===== config.mk =====
export PLATFORM = sky130hd
export DESIGN_NAME = fifo_wr_arbiter
export DESIGN_NICKNAME = d
export VERILOG_FILES = /design/src/rtl/fifo_wr_arbiter.sv
export SDC_FILE = /design/constraint.sdc
export NUM_CORES = 1
export LEC_CHECK = 0
export CORE_ASPECT_RATIO = 1.1
export CORE_UTILIZATION = 40
export CTS_BUF_LIST = sky130_fd_sc_hd__clkbuf_4
export DETAILED_ROUTE_END_ITERATION = 12
export PLACE_DENSITY_LB_ADDON = 0.25
export SYNTH_ARGS = -nofsm -noshare
export SYNTH_HDL_FRONTEND = slang
export SYNTH_SLANG_ARGS = --single-unit

===== constraint.sdc =====
create_clock -name clk -period 4.7 [get_ports clk]
set_input_delay 0.705 -clock clk [delete_from_list [all_inputs] [get_ports clk]]
set_output_delay 0.705 -clock clk [all_outputs]
set_load 0.005 [all_outputs]

===== src/rtl/fifo_wr_arbiter.sv =====
// Round-robin, burst-aware arbiter sharing the async FIFO write port among NUM_REQ producers.
// Grant is held per burst; released on last byte, burst limit, or requester idle timeout.
//
// state   | meaning
// S_IDLE  | no grant; pick next requester round-robin after last_q
// S_GRANT | requester last_q owns the FIFO write port
module fifo_wr_arbiter #(
    parameter int NUM_REQ      = 4,
    parameter int MAX_BURST    = 16,
    parameter int IDLE_TIMEOUT = 8
) (
    input  logic                   clk,
    input  logic                   rst,
    input  logic [NUM_REQ-1:0]     req_in,
    input  logic [8*NUM_REQ-1:0]   data_in,
    input  logic [NUM_REQ-1:0]     last_in,
    output logic [NUM_REQ-1:0]     ack_out,
    input  logic                   fifo_full,
    output logic                   fifo_wr,
    output logic [7:0]             fifo_d,
    output logic [NUM_REQ-1:0]     grant_out,
    output logic                   busy_out
);

    localparam int IDX_W = $clog2(NUM_REQ);

    typedef enum logic {
        S_IDLE,
        S_GRANT
    } state_t;

    state_t             state_q, state_d;
    logic [NUM_REQ-1:0] grant_d;
    logic [IDX_W-1:0]   last_q, last_d;
    logic [IDX_W-1:0]   win_idx;
    logic               win_vld;
    logic [7:0]         beat_q, beat_d;
    logic [7:0]         idle_q, idle_d;
    logic [7:0]         lane [NUM_REQ];
    logic               granted;
    logic               accept;
    logic               release_now;

    always_comb begin
        for (int i = 0; i < NUM_REQ; i++) begin
            lane[i] = data_in[i*8 +: 8];
        end
    end

    // Scan starts one past the previous winner so every requester gets a turn.
    always_comb begin
        int cand;
        win_idx = last_q;
        win_vld = 1'b0;
        cand    = 0;
        for (int k = 1; k <= NUM_REQ; k++) begin
            cand = (int'(last_q) + k) % NUM_REQ;
            if (!win_vld && req_in[IDX_W'(cand)]) begin
                win_vld = 1'b1;
                win_idx = IDX_W'(cand);
            end
        end
    end

    assign granted     = (state_q == S_GRANT);
    assign accept      = granted && req_in[last_q] && !fifo_full;
    assign release_now = (accept && (last_in[last_q] || (beat_q == 8'(MAX_BURST - 1))))
                       || (granted && !req_in[last_q] && (idle_q == 8'(IDLE_TIMEOUT - 1)));

    always_comb begin
        ack_out         = '0;
        ack_out[last_q] = accept;
        fifo_wr         = accept;
        fifo_d          = (|grant_out) ? lane[last_q] : 8'h00;
        busy_out        = granted;
    end

    always_comb begin
        state_d = state_q;
        grant_d = grant_out;
        last_d  = last_q;
        beat_d  = beat_q;
        idle_d  = idle_q;
        case (state_q)
            S_IDLE: begin
                if (win_vld) begin
                    state_d          = S_GRANT;
                    grant_d          = '0;
                    grant_d[win_idx] = 1'b1;
                    last_d           = win_idx;
                    beat_d           = 8'd0;
                    idle_d           = 8'd0;
                end
            end
            S_GRANT: begin
                // A full FIFO holds both counters: stalls are not idleness.
                if (release_now) begin
                    state_d = S_IDLE;
                    grant_d = '0;
                    beat_d  = 8'd0;
                    idle_d  = 8'd0;
                end else if (accept) begin
                    beat_d = beat_q + 8'd1;
                    idle_d = 8'd0;
                end else if (!req_in[last_q]) begin
                    idle_d = idle_q + 8'd1;
                end
            end
            default: begin
                state_d = S_IDLE;
                grant_d = '0;
            end
        endcase
    end

    always_ff @(posedge clk) begin
        if (!rst) begin
            state_q   <= S_IDLE;
            grant_out <= '0;
            last_q    <= IDX_W'(NUM_REQ - 1);
            beat_q    <= 8'd0;
            idle_q    <= 8'd0;
        end else begin
            state_q   <= state_d;
            grant_out <= grant_d;
            last_q    <= last_d;
            beat_q    <= beat_d;
            idle_q    <= idle_d;
        end
    end

endmodule


==> key figures, run 1 <==
Run status
  • Status: finished, final reports clean

Global routing
  • Vias in the first global route: 1,653
  • Tot GR Track Use: 0.203
  • GRT Residual Overflow: 0
  • First-pass GRT wire length: 7310 microns
  • Largest net degree at the start of global routing: 27
  • Initial antenna violation count: 0

Synthesis
  • Ys Warns: 0
  • Yosys cell types: 47
  • Syn Area/Cell: 9.25 sq um
  • Post-Syn Nets: 236
  • Most used DFF post-synth: dfxtp_1
  • Mapped Area: 1730 sq um
  • Number of synthesized register bits: 23
  • Post-synth EDFFs: 0
  • Async S/R FF share, synth: 0
  • Synth Instances: 187
  • Sequential cell area fraction in the yosys report: 0.266

Finish
  • Synthesis-to-finish area growth: 37.9%
  • Diode count: 0
  • Most common cell after layout, fill and taps aside: clkdlybuf4s50_1
  • Most frequent cells in the layout: 60 x clkdlybuf4s50_1, 25 x nor2_1, 23 x dfxtp_1, 14 x xnor2_1, 11 x mux4_2
  • Design Area, Final: 2390 sq um
  • Area of the multi-input gates: 1180 sq um
  • Final core utilization: 0.589
  • # fillers: 365
  • Register area: 460 sq um
  • Share of cells above drive strength 1: 0.103
  • Finished Layout Cells: 295
  • Final layout net count: 293

Detailed routing
  • DR pass1 iterations: 4
  • DR vias: 1,638
  • Vias per Instance: 5.55
  • Detailed Route Iter0 Violations: 30
  • Detailed Route WL: 4310 microns
  • Wire per inst: 14.6 microns
  • DRC Markers: 0
  • ANT nets after route: 0

Setup path
  • RR Startpoint: last_q[0]
  • Worst-path cell chain: clkdlybuf4s50_1 -> mux4_2 -> or2b_1 -> nor2_1 -> and2_1 -> clkdlybuf4s50_1
  • Worst Path Arrival: 3170 ps
  • Worst path required time: 3990 ps
  • CP endpoint: ack_out[0]
  • Crit path launch: req_in[1]
  • Reg2reg end: grant_out[2]
  • Instance count on the critical path: 6
  • Cell repeated most along the worst path: clkdlybuf4s50_1
  • Type of origin of the critical path: input pin
  • Critical path's largest stage delay: 690 ps
  • Crit path max-delay family: buffers and inverters
  • Endpoint class of the critical path: output pin
  • CP max FO: 10
  • Critical path class: input pin to output pin
  • Depth of the most critical reg-to-reg path: 8
  • Critical path buffers and inverters: 2
  • Crit-path slowest cell: clkdlybuf4s50_1
  • Reg2reg setup slack: 1990 ps

Timing
  • Rel. slew slack: 0.602
  • Final Max Tran Viols: 0
  • Setup violations, final: 0
  • Setup TNS: 0 ps
  • RSZ-0062 raised after global routing: false
  • Final hold viol count: 0
  • Tcrit/Tclk final: 0.825
  • Worst-margin pin slew: 597 ps
  • Post-route minimum period: 3880 ps
  • Achievable Freq: 258 MHz
  • Clock skew: 5.88 ps

CTS
  • Maximum root-to-sink buffer count: 2
  • Worst skew pair latency: 320 ps
  • CTS tree: done
  • CTS Hold Bufs: 0
  • Postcts setup bufs: 0
  • H-tree depth: 1
  • CTS Buf Count: 3
  • Count of cells resized by post-cts repair: 0
  • Root Buffer: clkbuf_4
  • Clock sink total: 23
  • Clk slew on worst S/H paths: 130 ps

Place
  • HPWL after detailed placement: 3420 microns
  • Placed insts: 291
  • Port Buf Inserts: 60
  • Placed instance area: 2360 sq um
  • Final weighted congestion in routability-driven placement: 0.828

Floorplanning
  • Total Die Area: 4590 sq um
  • Row count: 24
  • CORE AREA: 4050 sq um
  • Die W: 64.7 microns
  • I/O pin total: 61
  • Initial Util: 0.427
  • Die Ht: 71.0 microns

Pwr
  • LEAKAGE: 0.854 nW
  • Cell Pwr Density: 386 nW/um^2
  • Peak supply drop: 0.282 mV

Flow run
  • Max-capacitance violation count: 0

Min path
  • Worst hold path type: flop to flop
[synth_stat cells, drive strengths merged, types with 2 or more instances]
library cell	number	area share
nor2	26	0.058
dfxtp	23	0.27
xnor2	14	0.071
mux4	11	0.14
a21oi	8	0.025
inv	8	0.017
mux2i	8	0.046
nor2b	8	0.029
nand2	7	0.015
clkbuf	6	0.014
ha	6	0.043
and2	5	0.018
buf	5	0.021
nand3	4	0.012
nor3	4	0.012
o21ai	4	0.018
o32ai	4	0.020
and3	3	0.011
nand2b	3	0.011
nor4	3	0.011
or4	3	0.013
a211oi	2	0.014
a31oi	2	0.0072
a32o	2	0.012
o21a	2	0.013
o31ai	2	0.0087
[area by class of cell]
type                       count  area share
timing repair buffer          63       0.261
tap                           52      0.0273
multi-input combinational    145       0.494
clock buffer                   3     0.00944
inverter                       8      0.0126
sequential                    23       0.193
clock inverter                 1     0.00210
[stage by stage]
step	power (mW)	hold slack, ps	worst slack, ps
3_5_place_dp	0.839	465	840
3_3_place_gp	0.831	471	924
4_1_cts	0.935	485	838
6_report	0.922	483	823
2_1_floorplan	0.600	463	2010
5_1_grt	1.00	528	726
[registers in the layout (all words and copies together), names as in the netlist]
signal and flops:
busy_out 1, last_q 2, idle_q 8, grant_out 4, beat_q 8
[worst min-delay path, stage by stage, from the launching register on]
cell and delay [ps]:
dfxtp_1 340, inv_1 50, o32ai_1 50
[logic make-up (layout without fill, tap and decap cells)]
group,after synthesis,after routing,share of synthesized area
fa+ha+maj,6,6,0.0434
mux,20,20,0.196
buf+inv,19,75,0.0521
flops,23,23,0.266
compound gates,36,36,0.170
simple gates,69,69,0.202
xor+xnor,14,14,0.0709
[how the worst min path moves through the flow]
stage                       from           end  slack, ps  cells after the start
finish              grant_out[1]  grant_out[1]        480                      2
detailed placement  grant_out[1]  grant_out[1]        470                      2
floorplan           grant_out[0]  grant_out[0]        460                      2
global placement    grant_out[1]  grant_out[1]        470                      2
global route        grant_out[1]  grant_out[1]        530                      2
CTS                 grant_out[1]  grant_out[1]        480                      2
[per-layer routing]
metal | vias to the layer above | track usage | part of all wire
met5 | - | 0 | 0
met4 | 0 | 0.0889 | 0.033
met3 | 12 | 0.0532 | 0.093
met2 | 75 | 0.359 | 0.46
met1 | 750 | 0.225 | 0.41
li1 | 801 | - | -
[report_power, final]
| part | leakage [nW] | internal, mW | total, mW | switching, mW |
|---|---|---|---|---|
| combinational | 0.650 | 0.330 | 0.586 | 0.256 |
| sequential | 0.187 | 0.218 | 0.243 | 0.0248 |
| clock | 0.0177 | 0.0318 | 0.0934 | 0.0615 |
(Power assumes the default switching activity.)
==> inputs of run 2 (changes only) <==
==> constraint.sdc (replaced) <==
create_clock -name clk -period 3.45 [get_ports clk]
set_input_delay 0.5175 -clock clk [delete_from_list [all_inputs] [get_ports clk]]
set_output_delay 0.5175 -clock clk [all_outputs]
set_load 0.005 [all_outputs]
==> key figures, run 2 (synthesized netlist as in run 1, its figures left out) <==
Run status
  • Status: finished, final reports clean

Detailed routing
  • Detailed Route Iter0 Violations: 43 (+43%)
  • Vias per Instance: 5.49 (-1.1%)
  • ANT nets after route: 0 (unchanged)
  • DRC Markers: 0 (unchanged)
  • Wire per inst: 13.8 microns (-5.2%)
  • Detailed Route WL: 4120 microns (-4.3%)
  • DR pass1 iterations: 4 (unchanged)
  • DR vias: 1,636 (-0.12%)

Timing
  • RSZ-0062 raised after global routing: false
  • Worst hold margin: 489 ps (+5.72 ps)
  • Fin worst setup slack: 287 ps (-536 ps)
  • Clock skew: 3.59 ps (-2.29 ps)
  • Achievable Freq: 316 MHz
  • Setup violations, final: 0 (unchanged)
  • Worst-margin pin slew: 589 ps (-8.91 ps)
  • Final hold viol count: 0 (unchanged)
  • Post-route minimum period: 3160 ps
  • Setup TNS: 0 ps (unchanged)
  • Final Max Tran Viols: 0 (unchanged)
  • Tcrit/Tclk final: 0.917
  • Rel. slew slack: 0.608 (+0.00594)

Flow run
  • Max-capacitance violation count: 0 (unchanged)

CTS
  • Postcts setup bufs: 0 (unchanged)
  • Clock sink total: 23 (unchanged)
  • CTS Buf Count: 3 (unchanged)
  • Root Buffer: clkbuf_4
  • Clk slew on worst S/H paths: 120 ps (about the same)
  • Maximum root-to-sink buffer count: 2 (unchanged)
  • CTS tree: done
  • CTS Hold Bufs: 0 (unchanged)
  • H-tree depth: 1 (unchanged)
  • Count of cells resized by post-cts repair: 0 (unchanged)
  • Worst skew pair latency: 310 ps (about the same)

Pwr
  • Cell Pwr Density: 522 nW/um^2 (+35%)
  • Peak supply drop: 0.254 mV (-9.9%)
  • Sequential share of power: 0.277 (+0.013)
  • Clock power frac: 0.106 (+0.005)
  • Switching Power: 0.454 mW (+33%)
  • Internal: 0.804 mW (+39%)
  • Sw Ratio: 0.361 (-0.0102)
  • LEAKAGE: 0.869 nW (+1.7%)
  • Comb pwr share: 0.618 (-0.017)

Finish
  • Most frequent cells in the layout: 60 x clkdlybuf4s50_1, 25 x nor2_1, 23 x dfxtp_1, 14 x xnor2_1, 11 x mux4_2
  • Synthesis-to-finish area growth: 39.3%
  • Final layout net count: 296 (+1.0%)
  • Largest registers: beat_q x8, idle_q x8, grant_out x4
  • Final core utilization: 0.595 (+0.00617)
  • Diode count: 0 (unchanged)
  • Share of cells above drive strength 1: 0.114 (+0.0109)
  • Most common cell after layout, fill and taps aside: clkdlybuf4s50_1

Floorplanning
  • CORE AREA: 4050 sq um (unchanged)
  • Die W: 64.7 microns (unchanged)
  • Row count: 24 (unchanged)
  • Total Die Area: 4590 sq um (unchanged)
  • Initial Util: 0.427 (unchanged)
  • Die Ht: 71.0 microns (unchanged)
  • I/O pin total: 61 (unchanged)

Min path
  • Worst hold path type: flop to flop
  • Worst hold stages: 2 (unchanged)

Place
  • HPWL after detailed placement: 3270 microns (-4.5%)
  • Port Buf Inserts: 60 (unchanged)
  • Place WS: 278 ps (-562 ps)
  • Final weighted congestion in routability-driven placement: 0.828 (about the same)

Setup path
  • Crit path max-delay family: buffers and inverters
  • Worst Path Arrival: 2650 ps (-520 ps)
  • Worst path required time: 2930 ps (-1060 ps)
  • Depth of the most critical reg-to-reg path: 5 (-3)
  • Worst-path cell chain: clkdlybuf4s50_1 -> mux4_2 -> or2b_1 -> nor2_1 -> and2_1 -> clkdlybuf4s50_1
  • Critical path class: input pin to output pin
  • Endpoint class of the critical path: output pin
  • Critical path buffers and inverters: 2 (unchanged)
  • CP max FO: 8 (-2)
  • Crit-path slowest cell: clkdlybuf4s50_1
  • Critical path's largest stage delay: 600 ps (-90 ps)
  • Type of origin of the critical path: input pin
  • Cell repeated most along the worst path: clkdlybuf4s50_1
  • Instance count on the critical path: 6 (unchanged)

Global routing
  • First-pass GRT wire length: 6800 microns (-7.1%)
  • GRT Residual Overflow: 0 (unchanged)
  • Tot GR Track Use: 0.185 (-0.0180)
  • Vias in the first global route: 1,518 (-8.2%)
  • Largest net degree at the start of global routing: 16 (-41%)
  • Initial antenna violation count: 0 (unchanged)
[run 2: layer usage]
| layer | GRT usage | vias to the layer above | part of all wire |
|---|---|---|---|
| li1 | - | 811 | - |
| met1 | 0.233 | 757 | 0.43 |
| met2 | 0.315 | 66 | 0.47 |
| met3 | 0.0435 | 2 | 0.097 |
| met4 | 0.0444 | 0 | 0.0056 |
| met5 | 0 | - | 0 |
[run 2: final timing paths]
kind / from / end / slack (ps)
setup / recovery: req_in[3] / ack_out[0] / 290
hold / removal: grant_out[1] / grant_out[1] / 490
setup reg to reg: last_q[0] / grant_out[0] / 770
hold reg to reg: grant_out[1] / grant_out[1] / 490
[run 2: metrics by stage]
step	cells	power, mW	cell area (sq um)
final	298	1.26	2410
after CTS	298	1.27	2410
after global placement	294	1.13	2380
after global routing	298	1.35	2410
after floorplan	187	0.817	1730
after detailed placement	294	1.14	2380
[run 2: worst register-to-register path: cells and delay by family (launching register included)]
family,cells,cell delay (ps)
mux,1,660
compound gates,4,1220
flops,1,690
[run 2: cell type report]
cell class	instances	area, sq um
Clock buffer	4	30.0
Sequential cell	23	460
Timing Repair Buffer	66	646
Tap cell	52	65.1
Multi-Input combinational cell	145	1180
Fill cell	369	1640
Inverter	8	30.0
[run 2: power groups by stage]
stage | Combinational [mW] | Clock (mW) | Sequential (mW)
2_1_floorplan | 0.486 | 0 | 0.331
3_3_place_gp | 0.779 | 0 | 0.356
3_5_place_dp | 0.782 | 0 | 0.356
4_1_cts | 0.784 | 0.139 | 0.350
5_1_grt | 0.848 | 0.147 | 0.357
6_report | 0.777 | 0.133 | 0.348
